File: src/rtl/paralleltoserial.sv
// Byte-to-serial transmitter: MSB-first, one bit per clk_32f edge, with a comma training
// preamble after reset and idle fill when no byte is offered.
module paralleltoserial #(
   parameter logic [7:0]  COM        = 8'hBC,
   parameter logic [7:0]  IDL        = 8'h7C,
   parameter int unsigned SYNC_COUNT = 4
) (
   input  logic       clk_32f,
   input  logic       reset_L,
   input  logic [7:0] data_in,
   input  logic       valid_in,
   output logic       data_out,
   output logic       ready_out,
   output logic       active_out
);

   typedef enum logic {StSync, StActive} state_e;

   localparam logic [3:0] SyncLast = 4'(SYNC_COUNT - 1);

   state_e     state_q, state_d;
   logic [2:0] bit_cnt_q, bit_cnt_d;
   logic [3:0] sync_cnt_q, sync_cnt_d;
   logic [6:0] shreg_q, shreg_d;
   logic       data_out_q, data_out_d;
   logic       load_slot;
   logic [7:0] word;

   assign load_slot = (bit_cnt_q == 3'd0);

   always_comb begin
      state_d    = state_q;
      bit_cnt_d  = bit_cnt_q + 3'd1;
      sync_cnt_d = sync_cnt_q;
      shreg_d    = {shreg_q[5:0], 1'b0};
      data_out_d = shreg_q[6];
      word       = IDL;

      if (load_slot) begin
         unique case (state_q)
            StSync: begin
               word       = COM;
               sync_cnt_d = sync_cnt_q + 4'd1;
               if (sync_cnt_q == SyncLast) begin
                  state_d = StActive;
               end
            end
            StActive: begin
               // valid_in is sampled only here, so a byte offered mid-word simply waits
               word = valid_in ? data_in : IDL;
            end
            default: word = IDL;
         endcase
         data_out_d = word[7];
         shreg_d    = word[6:0];
      end
   end

   always_ff @(posedge clk_32f) begin
      if (!reset_L) begin
         state_q    <= StSync;
         bit_cnt_q  <= 3'd0;
         sync_cnt_q <= 4'd0;
         shreg_q    <= 7'd0;
         data_out_q <= 1'b0;
      end else begin
         state_q    <= state_d;
         bit_cnt_q  <= bit_cnt_d;
         sync_cnt_q <= sync_cnt_d;
         shreg_q    <= shreg_d;
         data_out_q <= data_out_d;
      end
   end

   assign data_out   = data_out_q;
   assign ready_out  = reset_L & (state_q == StActive) & load_slot;
   assign active_out = reset_L & (state_q == StActive);

endmodule

File: config.mk
export PLATFORM = sky130hd
export DESIGN_NAME = paralleltoserial
export DESIGN_NICKNAME = d
export VERILOG_FILES = /design/src/rtl/paralleltoserial.sv
export SDC_FILE = /design/constraint.sdc
export NUM_CORES = 1
export LEC_CHECK = 0
export CAP_MARGIN = 0
export CORE_MARGIN = 5
export CORE_UTILIZATION = 45
export CTS_CLUSTER_DIAMETER = 80
export CTS_CLUSTER_SIZE = 30
export DETAILED_ROUTE_END_ITERATION = 8
export GPL_ROUTABILITY_DRIVEN = 1
export PLACE_DENSITY_LB_ADDON = 0.3
export SYNTH_ARGS = -nofsm -noshare
export SYNTH_HDL_FRONTEND = slang
export SYNTH_SLANG_ARGS = --single-unit
File: constraint.sdc
create_clock -name clk_32f -period 3.6 [get_ports clk_32f]
set_clock_uncertainty 0.15 [all_clocks]
set_input_delay 0.36 -clock clk_32f [delete_from_list [all_inputs] [get_ports clk_32f]]
set_output_delay 0.36 -clock clk_32f [all_outputs]
set_load 0.05 [all_outputs]
==> flow_summary.toml <==
[detailed_routing]
ant_nets = 0
drc = 0
vias_per_cell = 5.07
detail_route.wl_per_cell_um = 12.1
drt-initial-drc-count = 6
vias = 482
drt_wl_total_um = 1150
firstDrtPassIters = 4

[logic_synthesis]
synth_seq_cells = 16
synthDistinctLibCells = 24
synth_nets = 80
synth_top_cell_by_area = "dfxtp_1"
synth_fa_ha_area_share_pct = 5.57
syn_area_per_cell_um2 = 10.2
synth_top_family_by_area = "simple AND/OR/NAND/NOR gates"
yosysSeqAreaShare_pct = 47.5
synth-xor-area-share_pct = 2.60
synth_compound_area_share_pct = 16.5
yosys-top-cells-area = "dfxtp_1, o221a_2, ha_1, a21boi_0, nand2_1"
synth_top_area_share_pct = 47.5
muxShareOfSynthArea_pct = 1.48
synth_cells = 66
synth_warnings = 0
yosys_most_used_dff = "dfxtp_1"
synth_area_um2 = 674
synthSimpleGateAreaFrac_pct = 20.6
async_flop_share_pct = 0
synth-edff-count = 0

[sta]
setup_tns_ns = 0
drv_slew = 0
timing.fmax_ghz = 0.364
rsz0062_at_grt = "no"
min_period_over_period_pct = 76.2
relSlewSlack_pct = 58.1
worstMarginPinSlew_ns = 0.628
min_period_ns = 2.74
hold_violations = 0
final-setup-viol-count = 0
setup_ws_ns = 0.855

[clocking]
clock_latency_ns = 0.28
clockBufferDepth = 2
clkTransAtPathRegs_ns = 0.08
clock-sinks = 16
ctsHtreeMaxLevel = 1
cts_setup_buffers = 0
cts_buffers = 3
post_cts_resized = 0
cts_tree = "yes"
hold_buffers = 0
root_buffer = "clkbuf_4"

[layout]
fillers = 142
syn_to_final_growth_pct = 22.1
final_layout_size_suffix_gt1_share_pct = 11.4
multi_input_area_um2 = 315
regArea_um2 = 320
fin_nets = 95
antenna_cells = 0
layout_common_cells = "dfxtp_1, clkdlybuf4s50_1, nand2_1"
final_common_cell = "dfxtp_1"

[floorplanning]
dieArea_um2 = 2370
initial_core_util_pct = 45.8
pin_count = 14
die_w_um = 48.7
row_count = 14
die_h_um = 48.7
core_um2 = 1470

[grt]
grt_max_degree = 18
grt_pass1_wl_um = 1900
gr-usage-all-layers_pct = 10.6
grt_pass1_vias = 427
gr-total-overflow = 0
antenna_found_initial = 0

[power_and_ir_drop]
switching_share_pct = 25.7
power.total_mw = 0.355
ir_drop_mv = 0.282
p_clk_share_pct = 25.4
power.internal_mw = 0.264
p_sw_mw = 0.0914
p_leak_nw = 0.331
sequentialPowerShare_pct = 56.7
power.density_nw_per_um2 = 432
comb_power_share_pct = 17.9

[place]
place.gp.congestion = 0.686
dp_hpwl_um = 800
dpl_worst_slack_ns = 0.868
numPortBuffers = 13

[critical_path]
cp.required_ns = 3.09
crit_type = "in2out"
crit_path_end_kind = "output port"
start_kind = "primary input"
crit_arrival_ns = 2.23
crit_fanout = 17

[hold_path]
hold_class = "reg2reg"

[flow_run]
maxCapViolations = 0

[run_status]
outcome = "complete, no violations"
-- stage by stage --
stage | utilization (%) | std cells | instance area (um2) | hold WS, ns
after floorplan | - | 66 | 674 | 0.270
after global placement | 54.4 | 92 | 801 | 0.285
after detailed placement | 54.4 | 92 | 801 | 0.296
after CTS | 56.0 | 95 | 823 | 0.311
after global routing | 56.0 | 95 | 823 | 0.335
final | 56.0 | 95 | 823 | 0.305
-- registers in the layout, indices dropped and copies added (netlist names) --
register,count
state_q,1
shreg_q,7
bit_cnt_q,3
sync_cnt_q,4
data_out,1
-- critical path, cell delays in order --
cell and delay (ns):
clkdlybuf4s50_1 0.78, nand2_1 0.16, nor2_1 0.12, clkdlybuf4s50_1 0.80
-- synthesized netlist by cell type, types with 3 or more instances --
library cell,instances
nand2b_1,3
and2_1,3
inv_1,4
ha_1,3
o221a_2,4
nand2_1,6
a21boi_0,4
dfxtp_1,16
-- layout make-up --
| cell class | count | share of cell area (%) |
|---|---|---|
| Clock buffer | 3 | 2.74 |
| Inverter | 4 | 1.82 |
| Multi-Input combinational cell | 43 | 38.3 |
| Sequential cell | 16 | 38.9 |
| Tap cell | 16 | 2.43 |
| Timing Repair Buffer | 13 | 15.8 |
-- cells by family after synthesis --
| family | Yosys count |
|---|---|
| AO/OA/AOI/OAI | 14 |
| XOR/XNOR | 2 |
| adder cells (fa/ha/maj) | 3 |
| buffers and inverters | 7 |
| flip-flops | 16 |
| multiplexers | 1 |
| AND/OR/NAND/NOR | 23 |
-- final timing paths --
| check | cells past startpoint | startpoint | slack [ns] | endpoint |
|---|---|---|---|---|
| max | 4 | reset_L | 0.86 | ready_out |
| min | 1 | bit_cnt_q[0] | 0.30 | bit_cnt_q[0] |
| min reg2reg | 1 | bit_cnt_q[0] | 0.30 | bit_cnt_q[0] |
| max reg2reg | 5 | bit_cnt_q[0] | 1.77 | shreg_q[3] |
-- power groups by stage --
stage	registers (mW)	logic, mW	clock network, mW
after global routing	0.204	0.0698	0.105
after CTS	0.202	0.0645	0.0966
after global placement	0.205	0.0631	0
after detailed placement	0.206	0.0641	0
final	0.202	0.0636	0.0903
after floorplan	0.208	0.0417	0
-- metal layers --
layer	share of wire (%)	track usage [%]	wire length [um]
met5	0	0	0
met1	48	13.3	551
met4	1.5	5.38	17
met2	42	13.9	486
met3	8.3	6.44	96
No activity file was read; power rests on OpenSTA's default activity.
